### src/rtl/alu_seq.sv
// Registered 8-function ALU with valid/ready handshakes on both sides.
// Divide and modulo share one multi-cycle restoring divider.
module alu_seq #(
  parameter int WIDTH = 4
) (
  input  logic             clk,
  input  logic             rst,
  input  logic             in_valid,
  output logic             in_ready,
  input  logic [WIDTH-1:0] a,
  input  logic [WIDTH-1:0] b,
  input  logic [2:0]       sel,
  output logic             out_valid,
  input  logic             out_ready,
  output logic [WIDTH:0]   out,
  output logic             dz
);

  localparam int CW = (WIDTH > 2) ? $clog2(WIDTH) : 1;
  localparam logic [CW-1:0] CNT_LAST = CW'(WIDTH - 1);

  localparam logic [2:0] OP_PASS = 3'd0;
  localparam logic [2:0] OP_ADD  = 3'd1;
  localparam logic [2:0] OP_SUB  = 3'd2;
  localparam logic [2:0] OP_DIV  = 3'd3;
  localparam logic [2:0] OP_MOD  = 3'd4;
  localparam logic [2:0] OP_SHL  = 3'd5;
  localparam logic [2:0] OP_SHR  = 3'd6;
  localparam logic [2:0] OP_GT   = 3'd7;

  typedef enum logic [1:0] {
    ST_IDLE = 2'd0,
    ST_DIV  = 2'd1,
    ST_DONE = 2'd2
  } state_t;

  state_t             r_state;
  state_t             w_state_next;
  logic [WIDTH-1:0]   r_b;
  logic [WIDTH-1:0]   r_quo;
  logic [WIDTH:0]     r_rem;
  logic [CW-1:0]      r_cnt;
  logic               r_is_mod;
  logic [WIDTH:0]     r_out;
  logic               r_dz;
  logic               r_out_valid;

  logic               w_in_ready;
  logic               w_accept;
  logic               w_is_divop;
  logic               w_start_div;
  logic [WIDTH:0]     w_shift;
  logic               w_fits;
  logic [WIDTH:0]     w_rem_next;
  logic [WIDTH-1:0]   w_quo_next;

  // Result of every op that completes in one cycle, including div/mod by zero.
  function automatic logic [WIDTH:0] f_single(input logic [2:0] op,
                                              input logic [WIDTH-1:0] x,
                                              input logic [WIDTH-1:0] y);
    logic [WIDTH:0] res;
    res = '0;
    case (op)
      OP_PASS: res = {1'b0, x};
      OP_ADD:  res = {1'b0, x} + {1'b0, y};
      OP_SUB:  res = {1'b0, x} - {1'b0, y};
      OP_DIV:  res = {1'b0, {WIDTH{1'b1}}};
      OP_MOD:  res = {1'b0, x};
      OP_SHL:  res = {1'b0, x} << y;
      OP_SHR:  res = {1'b0, x >> y};
      OP_GT:   res = {{WIDTH{1'b0}}, (x > y)};
      default: res = '0;
    endcase
    return res;
  endfunction

  // Handshake decode and one restoring-division step.
  always_comb begin
    w_in_ready  = (r_state == ST_IDLE) || ((r_state == ST_DONE) && out_ready);
    w_accept    = in_valid && w_in_ready;
    w_is_divop  = (sel == OP_DIV) || (sel == OP_MOD);
    w_start_div = w_is_divop && (b != {WIDTH{1'b0}});
    w_shift     = {r_rem[WIDTH-1:0], r_quo[WIDTH-1]};
    w_fits      = (w_shift >= {1'b0, r_b});
    if (w_fits) begin
      w_rem_next = w_shift - {1'b0, r_b};
    end else begin
      w_rem_next = w_shift;
    end
    w_quo_next  = {r_quo[WIDTH-2:0], w_fits};
  end

  // Next-state logic.
  always_comb begin
    w_state_next = r_state;
    case (r_state)
      ST_IDLE: begin
        if (w_accept) begin
          w_state_next = w_start_div ? ST_DIV : ST_DONE;
        end else begin
          w_state_next = ST_IDLE;
        end
      end
      ST_DIV: begin
        if (r_cnt == {CW{1'b0}}) begin
          w_state_next = ST_DONE;
        end else begin
          w_state_next = ST_DIV;
        end
      end
      ST_DONE: begin
        if (w_accept) begin
          w_state_next = w_start_div ? ST_DIV : ST_DONE;
        end else if (out_ready) begin
          w_state_next = ST_IDLE;
        end else begin
          w_state_next = ST_DONE;
        end
      end
      default: w_state_next = ST_IDLE;
    endcase
  end

  // State register.
  always_ff @(posedge clk or posedge rst) begin
    if (rst) begin
      r_state <= ST_IDLE;
    end else begin
      r_state <= w_state_next;
    end
  end

  // Operand capture, divider iteration and registered result.
  always_ff @(posedge clk or posedge rst) begin
    if (rst) begin
      r_b         <= '0;
      r_quo       <= '0;
      r_rem       <= '0;
      r_cnt       <= '0;
      r_is_mod    <= 1'b0;
      r_out       <= '0;
      r_dz        <= 1'b0;
      r_out_valid <= 1'b0;
    end else if (w_accept) begin
      r_b      <= b;
      r_quo    <= a;
      r_rem    <= '0;
      r_cnt    <= CNT_LAST;
      r_is_mod <= (sel == OP_MOD);
      if (w_start_div) begin
        r_out_valid <= 1'b0;
      end else begin
        r_out       <= f_single(sel, a, b);
        r_dz        <= w_is_divop;
        r_out_valid <= 1'b1;
      end
    end else if (r_state == ST_DIV) begin
      r_rem <= w_rem_next;
      r_quo <= w_quo_next;
      r_cnt <= r_cnt - CW'(1);
      // Last step: the remainder is below the divisor, so its MSB is always zero.
      if (r_cnt == {CW{1'b0}}) begin
        r_out       <= r_is_mod ? w_rem_next : {1'b0, w_quo_next};
        r_dz        <= 1'b0;
        r_out_valid <= 1'b1;
      end
    end else if ((r_state == ST_DONE) && out_ready) begin
      r_out_valid <= 1'b0;
    end
  end

  assign in_ready  = w_in_ready;
  assign out_valid = r_out_valid;
  assign out       = r_out;
  assign dz        = r_dz;

endmodule

### config.mk
export PLATFORM = sky130hd
export DESIGN_NAME = alu_seq
export DESIGN_NICKNAME = d
export VERILOG_FILES = /design/src/rtl/alu_seq.sv
export SDC_FILE = /design/constraint.sdc
export NUM_CORES = 1
export LEC_CHECK = 0
export CAP_MARGIN = 10
export CORE_ASPECT_RATIO = 0.8
export CORE_MARGIN = 4
export CORE_UTILIZATION = 63
export CTS_BUF_LIST = sky130_fd_sc_hd__clkbuf_4
export CTS_CLUSTER_SIZE = 28
export DETAILED_ROUTE_END_ITERATION = 7
export HOLD_SLACK_MARGIN = 0.15
export PLACE_DENSITY = 0.95
export SETUP_SLACK_MARGIN = 0.02
export SLEW_MARGIN = 30
export SYNTH_ARGS = -nofsm -noshare
export SYNTH_HDL_FRONTEND = slang
export SYNTH_SLANG_ARGS = --single-unit
### constraint.sdc
create_clock -name clk -period 6.3 [get_ports clk]
set_clock_uncertainty 0.15 [all_clocks]
set_input_delay 1.575 -clock clk [delete_from_list [all_inputs] [get_ports clk]]
set_output_delay 1.575 -clock clk [all_outputs]
set_load 0.1 [all_outputs]
After elaboration in Yosys (flattened, before gate mapping)
Cells that the tools add are included.
Word-level totals
  flip-flop bits (word level): 24
  output and inout port bits: 8
Operators by class
  add/subtract/negate cells: 4
  magnitude comparators: 2
  eq/ne operators: 11
  shift-type cells: 2
  multiplexer cells: 28
  reduce and logical (&&, ||, !) cells: 15
Operator list (number)
  case mux 5 bit (7 select lines): 1
  2-to-1 mux 5 bit: 6
  2-to-1 mux 4 bit: 4
  2-to-1 mux 2 bit: 7
  == test 3 bit (second input constant): 4
  2-to-1 mux 1 bit: 9
  == test 3 x 2 -> 1 bit (second input constant): 2
  case mux 2 bit (3 select lines): 1
  adder 4 x 4 -> 5 bit: 1
  >= comparator 5 x 4 -> 1 bit: 1
  left shift 4 x 4 -> 5 bit: 1
  subtractor 4 x 4 -> 5 bit: 1
  subtractor 5 x 4 -> 5 bit: 1
  > comparator 4 bit: 1
  logical NOT 2 bit: 2
  nonzero test 2 bit: 2
  nonzero test 4 bit: 1
  right shift 4 x 4 -> 4 bit: 1
  == test 3 x 1 -> 1 bit (second input constant): 1
  logical AND 1 bit: 3
  logical NOT 3 bit: 1
  != test 3 bit (second input constant): 1
  AND reduction 3 bit: 1
  nonzero test 3 bit: 1
  7 further kinds: 8

Logic depth before layout (Yosys ltp)
  depth after elaboration: 6
  mapped depth: 9
  mapped depth without buffers: 9

Least setup slack after synthesis
OpenSTA, ideal clock, no wires.
  kind: input to output
  start point: in out_ready
  end point: out in_ready
  data arrival time: 2906 ps
  slack: 1669 ps
  cell stages on the path: 2
  buffers on the path: 0
  path through: nor2b_1 -> nor2_1
On the way
  longest elaborated chain between the ends: 2
Ends and longest elaborated chain
  start, declared: RTL line 14  | input logic out_ready,
  logical AND 1 bit: RTL line 79  | w_in_ready = (r_state == ST_IDLE) || ((r_state == ST_DONE) && out_ready);
  logical OR 1 bit: RTL line 79
  end, declared: RTL line 9  | output logic in_ready,
Every way passes these cells.

Final worst setup path
Ends and elaborated chain as after synthesis.

==> results.toml <==
[cts]
cts_resized = 0
numCtsBuffers = 3
cts_root_buffer = "clkbuf_4"
postCtsSetupRepairBufs = 0
cts_num_sinks = 24
cts.path.max_buffers = 2
cts_hold_buf = 0
h-tree-depth = 1
clk_pin_slew_ps = 140
cts_tree = "done"
clkLatencyLatePin_ps = 330

[finish]
multi_input_area_um2 = 1340
n_antenna_cell = 0
drive_gt1_share_pct = 6.44
area_growth_pct = 11.5
ff_latch_area_um2 = 601
num-fill-cells = 250
layout.nets = 297
design_area_um2 = 2320

[worst_setup_path]
end_kind = "primary output"
r2r_start = "r_quo[3]$_DFFE_PP0P_"
r2r_cells = 9
rr_endpoint = "out[4]$_DFFE_PP0P_"
worst-setup-path-type = "in -> out"
r2r_slack_ps = 3900
cp_max_fo = 3
cp.arrival_ps = 2580
critPathLaunchType = "primary input"
required_ps = 4580

[logic_synthesis]
ys_types = 56
synthAdderAreaFrac_pct = 11.3
ys_seq_area_share_pct = 28.8
synth_top_area_share_pct = 28.8
synth_top_family_by_area = "compound AO/OA/AOI/OAI gates"
synth_xor_area_share_pct = 1.68
synth_compound_area_share_pct = 25.6
synth_area_leaders = "dfrtp_1, ha_1, a21oi_1, nand2_1, o21ai_0"
ys_warn_count = 0
synth.most_common_cell = "nand2_1"
yosys.area.top_type = "dfrtp_1"
synth-edff-count = 0
synthMuxAreaShare_pct = 3.12
synthCells = 250
syn_area_um2 = 2080
synthArstFlopShare_pct = 100
synth-seq-cells = 24
synth_flop_cell = "dfrtp_1"
synthSimpleGateAreaFrac_pct = 22.6
syn_avg_cell_area_um2 = 8.34
yosys-top-cells-count = "nand2_1, dfrtp_1, inv_1"
syn-num-nets = 282

[drt]
post_drt_via_cell_ratio = 6.54
drtIter0Drc = 228
drc = 0
num_vias = 1989
wirelength_um = 5320
wire_per_inst_um = 17.5
drtPass1Iterations = 6
final_antenna_net_count = 0

[die]
initial_core_util_pct = 66.6
rows = 18
die_area_um2 = 4300
die-width_um = 72.3
die_h_um = 59.5
core_area_um2 = 3130
boundaryPins = 23

[grt]
grtUsageTotal_pct = 25.6
grt_max_degree = 25
grt_antenna_before_repair = 0
grt_pass1_vias = 1807
overflow = 0
grt_pass1_wl_um = 8610

[power]
power_density_nw_per_um2 = 332
peakVddDrop_mv = 0.334
p_leak_nw = 1.02
p_total_w = 0.000772

[outcome]
status = "finished, final reports clean"

[run]
cap_violations = 0

[timing]
setup_tns_ps = 0
tightest_slew_ps = 974
slew_violations = 0
relSlewSlack_pct = 34.2
rsz0062_at_grt = "false"
finalHoldViolCount = 0
setup_viol = 0
fin_hold_ws_ps = 339
finalCritPeriodShare_pct = 68.3
period_minus_slack_ps = 4300
fmax_ghz = 0.232

[place]
gp_congestion = 0.927
post_dp_cell_area_um2 = 2300
port_buffers = 22
dp_hpwl_um = 4050

[worst_hold_path]
hold_start = "r_cnt[0]$_DFFE_PP0P_"
holdPathStages = 1
min_to = "r_cnt[0]$_DFFE_PP0P_"
hold_class = "reg -> reg"
worst max-delay path, stage by stage:
cell and delay (ps):
clkdlybuf4s50_1 490, nor2b_1 80, nor2_1 130, buf_4 310
worst max path at each step:
stage | start | end | slack (ps) | depth (start not counted)
after global placement | out_ready | in_ready | 2040 | 4
after CTS | out_ready | in_ready | 1990 | 4
after global routing | out_ready | in_ready | 1950 | 4
after floorplan | out_ready | in_ready | 1670 | 2
after detailed placement | out_ready | in_ready | 2000 | 4
final | out_ready | in_ready | 2000 | 4
kinds of logic after synthesis:
logic type,count (synthesis)
buffers and inverters,35
flip-flops,24
AND/OR/NAND/NOR,86
multiplexers,5
AO/OA/AOI/OAI,79
adder cells (fa/ha/maj),17
XOR/XNOR,4
area by class of cell:
type	count	area share [%]
clock buffer	3	0.969
clock inverter	1	0.162
inverter	22	3.55
multi-input combinational	191	57.6
sequential	24	25.8
tap	40	2.15
timing repair buffer	23	9.69
routing by layer:
metal  global-route usage, %  up-vias  part of all wire, %
li1                        -      941                    -
met1                    37.7      927                   46
met2                    38.0      112                   44
met3                    6.78        9                  9.7
met4                    4.56        0                 0.64
met5                       0        -                    0
through the flow:
stage | std cells | util, % | setup slack (ps)
floorplan | 250 | - | 1670
global placement | 300 | 73.4 | 2040
detailed placement | 300 | 73.4 | 2000
CTS | 304 | 74.2 | 1990
global route | 304 | 74.2 | 1950
finish | 304 | 74.2 | 2000
flip-flops by register name (all words and copies together), names as in the netlist:
signal	flops
out_valid	1
out	5
r_state	2
r_b	4
r_cnt	2
r_is_mod	1
r_rem	4
r_quo	4
dz	1
cell usage in the layout, fill, tap and decap left out, types with 2 or more instances in the layout:
| cell | netlist | layout |
|---|---|---|
| inv_1 | 22 | 21 |
| nor3_1 | 5 | 5 |
| nor3b_1 | 4 | 4 |
| a21o_1 | 2 | 2 |
| mux2i_1 | 2 | 2 |
| a31oi_1 | 3 | 3 |
| nand2_1 | 25 | 25 |
| buf_4 | 0 | 2 |
| nand3_1 | 15 | 15 |
| mux2_2 | 2 | 2 |
| a2bb2oi_1 | 2 | 2 |
| a211oi_1 | 2 | 2 |
| a22o_1 | 2 | 2 |
| clkbuf_4 | 0 | 3 |
| ha_1 | 14 | 14 |
| xnor2_1 | 3 | 3 |
| nand3b_1 | 4 | 4 |
| nor2_1 | 13 | 13 |
| dfrtp_1 | 24 | 24 |
| nor2b_1 | 5 | 5 |
| a221o_1 | 3 | 3 |
| o21bai_1 | 3 | 3 |
| clkdlybuf4s50_1 | 0 | 21 |
| o211ai_1 | 3 | 3 |
| a21oi_1 | 19 | 19 |
| a22oi_1 | 5 | 5 |
| fa_1 | 3 | 3 |
| and4_4 | 2 | 2 |
| o21ai_0 | 17 | 17 |
| nand2b_1 | 4 | 4 |
| a32oi_1 | 3 | 3 |
power by group:
| group | switching (W) | internal (W) | total, W |
|---|---|---|---|
| Clock | 0.0000474 | 0.0000232 | 0.0000707 |
| Sequential | 0.0000410 | 0.000197 | 0.000238 |
| Combinational | 0.000302 | 0.000161 | 0.000463 |
No activity file was read; power rests on OpenSTA's default activity.
